[src/rtl/fp_normalizer.sv]
// Two-stage floating-point mantissa normalizer: S1 captures the operand and its leading-zero count,
// S2 holds the shifted result; valid/ready on both sides with full-rate flow under simultaneous accept.
module fp_normalizer #(
  parameter int MW = 16,
  parameter int EW = 8
) (
  input  logic          iClk,
  input  logic          iRst_n,
  input  logic          iValid,
  output logic          oReady,
  input  logic          iSign,
  input  logic [EW-1:0] iExp,
  input  logic [MW-1:0] iMant,
  output logic          oValid,
  input  logic          iReady,
  output logic          oSign,
  output logic [EW-1:0] oExp,
  output logic [MW-1:0] oMant,
  output logic          oZero,
  output logic          oDenorm
);

  localparam int LZW = $clog2(MW);
  localparam int NSL = MW / 8;
  localparam int CW  = ((LZW > EW) ? LZW : EW) + 1;

  function automatic logic [2:0] pe8(input logic [7:0] b);
    logic [2:0] r;
    casez (b)
      8'b1???????: r = 3'd0;
      8'b01??????: r = 3'd1;
      8'b001?????: r = 3'd2;
      8'b0001????: r = 3'd3;
      8'b00001???: r = 3'd4;
      8'b000001??: r = 3'd5;
      8'b0000001?: r = 3'd6;
      default:     r = 3'd7;
    endcase
    return r;
  endfunction

  logic [NSL-1:0] sl_any;
  logic [2:0]     sl_lz [NSL];

  for (genvar g = 0; g < NSL; g++) begin : g_slice
    assign sl_any[g] = |iMant[g*8 +: 8];
    assign sl_lz[g]  = pe8(iMant[g*8 +: 8]);
  end

  // Highest non-empty slice wins; its offset is a multiple of 8, so OR-ing in the slice count is exact.
  logic [LZW-1:0] lz_c;
  logic           found;
  always_comb begin
    lz_c  = '0;
    found = 1'b0;
    for (int s = NSL - 1; s >= 0; s--) begin
      if (!found && sl_any[s]) begin
        lz_c  = LZW'((NSL - 1 - s) * 8) | LZW'(sl_lz[s]);
        found = 1'b1;
      end
    end
  end

  logic           s1_vld_q, s1_vld_d;
  logic           s1_sign_q, s1_sign_d;
  logic [EW-1:0]  s1_exp_q, s1_exp_d;
  logic [MW-1:0]  s1_mant_q, s1_mant_d;
  logic [LZW-1:0] s1_lz_q, s1_lz_d;
  logic           s1_zero_q, s1_zero_d;

  logic           s2_vld_q, s2_vld_d;
  logic           s2_sign_q, s2_sign_d;
  logic [EW-1:0]  s2_exp_q, s2_exp_d;
  logic [MW-1:0]  s2_mant_q, s2_mant_d;
  logic           s2_zero_q, s2_zero_d;
  logic           s2_dnrm_q, s2_dnrm_d;

  logic s2_ld, s1_adv, s1_ld, in_acc;

  assign s2_ld  = !s2_vld_q || iReady;
  assign s1_adv = s1_vld_q && s2_ld;
  assign s1_ld  = !s1_vld_q || s1_adv;
  assign oReady = !s1_vld_q || !s2_vld_q || iReady;
  assign in_acc = iValid && oReady;

  // Shift is clamped to the exponent when the exponent floor is hit.
  logic           fits;
  logic [LZW-1:0] sh;
  logic [MW-1:0]  mant_sh;
  logic [EW-1:0]  exp_n;

  always_comb begin
    fits    = CW'(s1_lz_q) <= CW'(s1_exp_q);
    sh      = fits ? s1_lz_q : LZW'(s1_exp_q);
    mant_sh = s1_mant_q << sh;
    exp_n   = (fits && !s1_zero_q) ? (s1_exp_q - EW'(s1_lz_q)) : '0;
  end

  always_comb begin
    s1_vld_d  = s1_ld ? in_acc : s1_vld_q;
    s1_sign_d = s1_sign_q;
    s1_exp_d  = s1_exp_q;
    s1_mant_d = s1_mant_q;
    s1_lz_d   = s1_lz_q;
    s1_zero_d = s1_zero_q;
    if (in_acc) begin
      s1_sign_d = iSign;
      s1_exp_d  = iExp;
      s1_mant_d = iMant;
      s1_lz_d   = lz_c;
      s1_zero_d = !found;
    end

    s2_vld_d  = s2_ld ? s1_vld_q : s2_vld_q;
    s2_sign_d = s2_sign_q;
    s2_exp_d  = s2_exp_q;
    s2_mant_d = s2_mant_q;
    s2_zero_d = s2_zero_q;
    s2_dnrm_d = s2_dnrm_q;
    if (s1_adv) begin
      s2_sign_d = s1_sign_q;
      s2_exp_d  = exp_n;
      s2_mant_d = mant_sh;
      s2_zero_d = s1_zero_q;
      s2_dnrm_d = !s1_zero_q && !fits;
    end
  end

  always_ff @(posedge iClk or negedge iRst_n) begin
    if (!iRst_n) begin
      s1_vld_q  <= 1'b0;
      s1_sign_q <= 1'b0;
      s1_exp_q  <= '0;
      s1_mant_q <= '0;
      s1_lz_q   <= '0;
      s1_zero_q <= 1'b0;
      s2_vld_q  <= 1'b0;
      s2_sign_q <= 1'b0;
      s2_exp_q  <= '0;
      s2_mant_q <= '0;
      s2_zero_q <= 1'b0;
      s2_dnrm_q <= 1'b0;
    end else begin
      s1_vld_q  <= s1_vld_d;
      s1_sign_q <= s1_sign_d;
      s1_exp_q  <= s1_exp_d;
      s1_mant_q <= s1_mant_d;
      s1_lz_q   <= s1_lz_d;
      s1_zero_q <= s1_zero_d;
      s2_vld_q  <= s2_vld_d;
      s2_sign_q <= s2_sign_d;
      s2_exp_q  <= s2_exp_d;
      s2_mant_q <= s2_mant_d;
      s2_zero_q <= s2_zero_d;
      s2_dnrm_q <= s2_dnrm_d;
    end
  end

  assign oValid  = s2_vld_q;
  assign oSign   = s2_sign_q;
  assign oExp    = s2_exp_q;
  assign oMant   = s2_mant_q;
  assign oZero   = s2_zero_q;
  assign oDenorm = s2_dnrm_q;

endmodule

[config.mk]
export PLATFORM = sky130hd
export DESIGN_NAME = fp_normalizer
export DESIGN_NICKNAME = d
export VERILOG_FILES = /design/src/rtl/fp_normalizer.sv
export SDC_FILE = /design/constraint.sdc
export NUM_CORES = 1
export LEC_CHECK = 0
export CORE_UTILIZATION = 58
export DETAILED_ROUTE_END_ITERATION = 6
export GPL_TIMING_DRIVEN = 0
export PLACE_DENSITY = 0.86
export SLEW_MARGIN = 20
export SYNTH_ARGS = -nofsm -noshare
export SYNTH_HDL_FRONTEND = slang
export SYNTH_SLANG_ARGS = --single-unit
[constraint.sdc]
create_clock -name iClk -period 5.4 [get_ports iClk]
set_clock_uncertainty 0.1 [all_clocks]
set_input_delay 0.54 -clock iClk [delete_from_list [all_inputs] [get_ports iClk]]
set_output_delay 0.54 -clock iClk [all_outputs]
set_load 0.03 [all_outputs]
Word-level counts from Yosys, hierarchy flattened
Index checks and enable logic that the tools add are counted.
{ "word_totals": {"word_cells": 52, "reg_bits": 59, "out_inout_bits": 29, "input_bits": 29} }
{ "op_classes": {"n_lt_le_gt_ge": 1, "n_shift": 1, "muxes": 8, "n_reduce_logical": 17, "add_sub_neg": 1, "n_eq_ne": 12} }
{ "ops": {"columns": ["operator", "count"], "rows": [
  ["case mux 3 bit (7 select lines)", 2],
  ["OR reduction 8 bit", 2],
  ["left shift 16 x 4 -> 16 bit", 1],
  ["equality test 7 x 1 -> 1 bit (second input constant)", 2],
  ["equality test 6 x 1 -> 1 bit (second input constant)", 2],
  ["equality test 5 x 1 -> 1 bit (second input constant)", 2],
  ["equality test 4 x 1 -> 1 bit (second input constant)", 2],
  ["<= comparator 4 x 8 -> 1 bit", 1],
  ["2-to-1 mux 4 bit", 2],
  ["2-to-1 mux 8 bit", 1],
  ["subtractor 8 x 4 -> 8 bit", 1],
  ["equality test 3 x 1 -> 1 bit (second input constant)", 2],
  ["logical NOT 1 bit", 6],
  ["logical AND 1 bit", 5],
  ["equality test 2 x 1 -> 1 bit (second input constant)", 2],
  ["logical OR 1 bit", 4],
  ["2-to-1 mux 3 bit", 1],
  ["2-to-1 mux 1 bit", 2]
]} }

Logic depth before layout (Yosys ltp)
{ "depth": {"ltp_word": 6, "ltp_mapped": 13, "depth_no_buf": 11} }

Worst setup path before layout
Ideal clock, no wire load.
{ "synth_timing": {"path_type": "reg2reg", "from": "reg s1_lz_q[1]", "to": "reg s2_mant_q[9], in the netlist oMant[9]", "slack_ps": 2018, "period_less_slack_ps": 3382, "path_stages_with_launch": 12, "required_time_ps": 5157, "setup_ps": 143, "arrival_ps": 3139, "n_path_buf": 2, "path_cell_list": "dfrtp_1 -> clkbuf_1 -> clkinv_1 -> fa_1 -> a21o_1 -> a211o_4 -> buf_6 -> nor2_2 -> mux2_2 -> and3_1 -> a32oi_1 -> o221ai_1"} }
{ "synth_between": {"elab_chain_len": 3} }
{ "synth_lines": {"columns": ["item", "line_no", "rtl"], "rows": [
  ["start: declaration", "68", "logic [LZW-1:0] s1_lz_q, s1_lz_d;"],
  ["start signal: assignment", "148", "s1_lz_q <= s1_lz_d;"],
  ["<= comparator 4 x 8 -> 1 bit", "93", "fits = CW'(s1_lz_q) <= CW'(s1_exp_q);"],
  ["2-to-1 mux 4 bit *", "94", "sh = fits ? s1_lz_q : LZW'(s1_exp_q);"],
  ["left shift 16 x 4 -> 16 bit *", "95", "mant_sh = s1_mant_q << sh;"],
  ["end signal: assignment", "153", "s2_mant_q <= s2_mant_d;"],
  ["end: declaration", "74", "logic [MW-1:0] s2_mant_q, s2_mant_d;"]
]} }
Mark *: on every way between the ends. The rest lies on a longest branch, timed or not.
A chain may end at the register's enable or synchronous reset.

Worst setup path after layout
{ "layout_timing": {"from": "reg s1_lz_q[1]", "to": "reg s2_mant_q[12], in the netlist oMant[12]"} }
Same word-level chain as after synthesis.

==> impl_metrics.tcl <==
set metrics [dict create \
    critPathCaptureType "flop" \
    antenna_found_initial 0 \
    r2r_start "s1_lz_q[1]$_DFFE_PN0P_" \
    worst_slew_pin_slew_ps 734.0 \
    finalCriticalPeriod_ps 3946 \
    slowest_delay_ps 560 \
    die_area_sq_um 6262 \
    finalHoldViolCount 0 \
    initial_core_util 0.6154 \
    ys_types 63 \
    slew-limit-headroom 0.5107 \
    io_pins 58 \
    syn_area_sq_um 3451 \
    place_congestion 0.9541 \
    die_w_um 79.14 \
    numClockSinks 59 \
    fmax_mhz 253.4 \
    synth-edff-count 0 \
    wl_um 8925 \
    crit_start "s1_lz_q[1]$_DFFE_PN0P_" \
    synth-main-ff-cell "dfrtp_1" \
    row_count 27 \
    final_cell_count_no_fill 502 \
    holdBufCountCts 0 \
    cts_resized 0 \
    total_leakage_power_nw 1.803 \
    vias 3105 \
    setup_viol 0 \
    grt_max_degree 60 \
    final_core_util 0.7706 \
    rsz0062_at_grt "false" \
    cts_buffers 9 \
    layout_common_cells "nand2_1 (59), dfrtp_1 (59), clkdlybuf4s50_1 (56), mux2_2 (25), o21ai_0 (20)" \
    clock_latency_ps 340 \
    drc_errors 0 \
    grt_usage 0.3093 \
    vdd.ir_drop.worst_uv 193.3 \
    seq_area_frac_synth 0.4278 \
    worst_r2r_path_depth 11 \
    fill_cells 421 \
    grt.overflow.total 0 \
    cts.clk_slew.worst_paths_ps 60 \
    cap_violations 0 \
    grt_pass1_vias 3061 \
    drive_above_1_share 0.1419 \
    hold_class "input pin to asynchronous set/reset pin" \
    die_h_um 79.14 \
    drtPass1Iterations 5 \
    grt_pass1_wl_um 14780 \
    wl_per_cell_um 17.78 \
    placed_cells 487 \
    powerDensity_nw_per_um2 387.2 \
    status "finished, final reports clean" \
    crit_required_ps 5510 \
    antenna_cells 0 \
    place_ws_ps 1529 \
    fin_crit_sh 0.7308 \
    ant_nets 0 \
    async_reset_ff_frac 1.000 \
    cts_root_buf "clkbuf_8" \
    core_area_sq_um 5608 \
    fin_ws_ps 1454 \
    area_growth_pct 25.24 \
    drt_iter0_markers 182 \
    syn_inst 358 \
    reg2reg_setup_slack_ps 1450 \
    cp_max_fo 10 \
    r2r-end "oMant[12]$_DFFE_PN0P_" \
    yosysWarnings 0 \
    cts_setup_buffers 0 \
    port_buffers 57 \
    cts_tree "yes" \
    cts.path.max_buffers 2 \
    path_class "flop to flop" \
    syn-num-nets 392 \
    synth-seq-cells 59 \
    avgViaCountPerCell 6.185 \
    endpoint "oMant[12]$_DFFE_PN0P_" \
    fin_nets 460 \
    setup.worst_path.start_class "flop" \
    syn_avg_cell_area_sq_um 9.639 \
    cp_data_arrival_time_ps 4050 \
    slowest_stage "fa_1" \
    ctsHtreeMaxLevel 3 \
    drv_slew 0 \
    cp_cell_sequence "clkbuf_1 -> clkinv_1 -> fa_1 -> a21o_1 -> a211o_4 -> buf_6 -> nor2_2 -> mux2_2 -> and3_1 -> a32oi_1 -> nand4_1" \
    finalSetupTns_ps 0 \
    dpl.hpwl_um 6659 \
]
## kinds of logic (layout without fill, tap and decap cells)
kind of cell,Yosys count,in the layout,share of synthesized area
and+or+nand+nor,124,124,0.1755
AOI/OAI and AO/OA,100,100,0.2089
DFF,59,59,0.4278
muxes,35,35,0.1164
buffers and inverters,29,101,0.03590
xor gates and xnor gates,6,6,0.01523
adders and majority gates,5,5,0.02031
## how the worst min path moves through the flow
stage                               from                   end  slack, ps  cells past startpoint
global route                      iRst_n   oExp[0]$_DFFE_PN0P_        240                      1
detailed placement  oMant[7]$_DFFE_PN0P_  oMant[7]$_DFFE_PN0P_        360                      2
floorplan                         iRst_n   oDenorm$_DFFE_PN0P_        140                      0
finish                            iRst_n     oSign$_DFFE_PN0P_        170                      1
global placement    oMant[7]$_DFFE_PN0P_  oMant[7]$_DFFE_PN0P_        350                      2
CTS                               iRst_n   oExp[0]$_DFFE_PN0P_        190                      1
## layer usage
| metal | up-vias | track usage | share of wire | routed length, um |
|---|---|---|---|---|
| met4 | 0 | 0.1345 | 0.026 | 229 |
| met1 | 1480 | 0.4058 | 0.43 | 3878 |
| met5 | - | 0 | 0 | 0 |
| li1 | 1459 | - | - | - |
| met2 | 137 | 0.5034 | 0.48 | 4292 |
| met3 | 29 | 0.05172 | 0.059 | 524 |
## critical path: cells and delay by family, from the launching register on
family / cells / cell delay (ps)
buf+inv: 3 / 990
compound gates: 3 / 850
mux: 1 / 420
flops: 1 / 330
simple gates: 3 / 580
fa+ha+maj: 1 / 560
## stage by stage
stage          power [W]  hold slack [ps]  instance area, sq um
6_report        0.001673            169.3                  4322
5_1_grt         0.001753            241.4                  4322
4_1_cts         0.001671            194.4                  4322
3_5_place_dp    0.001244            355.7                  4109
3_3_place_gp    0.001225            353.3                  4111
2_1_floorplan   0.001001            144.4                  3451
## Yosys cell counts, drive strengths merged, types with 2 or more instances
cell / number / share of area
a211o: 7 / 0.020
a211oi: 11 / 0.024
a21boi: 3 / 0.0076
a21o: 3 / 0.0065
a21oi: 13 / 0.019
a221o: 3 / 0.0087
a22o: 3 / 0.0076
a22oi: 6 / 0.013
a311oi: 3 / 0.0076
a31oi: 2 / 0.0036
a32oi: 4 / 0.010
and2: 2 / 0.0036
and3: 6 / 0.011
buf: 8 / 0.013
clkbuf: 10 / 0.011
dfrtp: 59 / 0.43
ha: 4 / 0.015
inv: 10 / 0.011
mux2: 29 / 0.099
mux2i: 6 / 0.017
nand2: 61 / 0.069
nand2b: 9 / 0.016
nand3: 4 / 0.0073
nand3b: 2 / 0.0043
nand4: 3 / 0.0054
nor2: 16 / 0.018
nor3: 9 / 0.015
nor4: 5 / 0.0091
o2111ai: 2 / 0.0051
o211ai: 2 / 0.0043
o21ai: 25 / 0.040
o221ai: 3 / 0.0076
o31ai: 5 / 0.012
xnor2: 5 / 0.013
## power breakdown
part / switching [W] / internal (W) / leakage, nW
Combinational: 0.000363 / 0.000274 / 0.974
Clock: 0.000168 / 0.000261 / 0.109
Sequential: 0.0000747 / 0.000532 / 0.721
## state kept, by name, indices dropped and copies added, names as in the netlist
register   count
s1_zero_q      1
oZero          1
s1_vld_q       1
s1_exp_q       8
s1_mant_q     16
oValid         1
oMant         16
oExp           8
oDenorm        1
s1_lz_q        4
oSign          1
s1_sign_q      1
## area by class of cell
type | count | area [sq um] | area share
flip-flops and latches | 59 | 1476 | 0.3416
clock inverters | 1 | 30.03 | 0.006948
inverters | 11 | 41.29 | 0.009554
repair buffers | 57 | 568.0 | 0.1314
clock buffers | 14 | 182.7 | 0.04227
well taps | 72 | 90.09 | 0.02085
multi-input cells | 270 | 1851 | 0.4282
plain buffers | 18 | 82.58 | 0.01911
(Power assumes the default switching activity.)
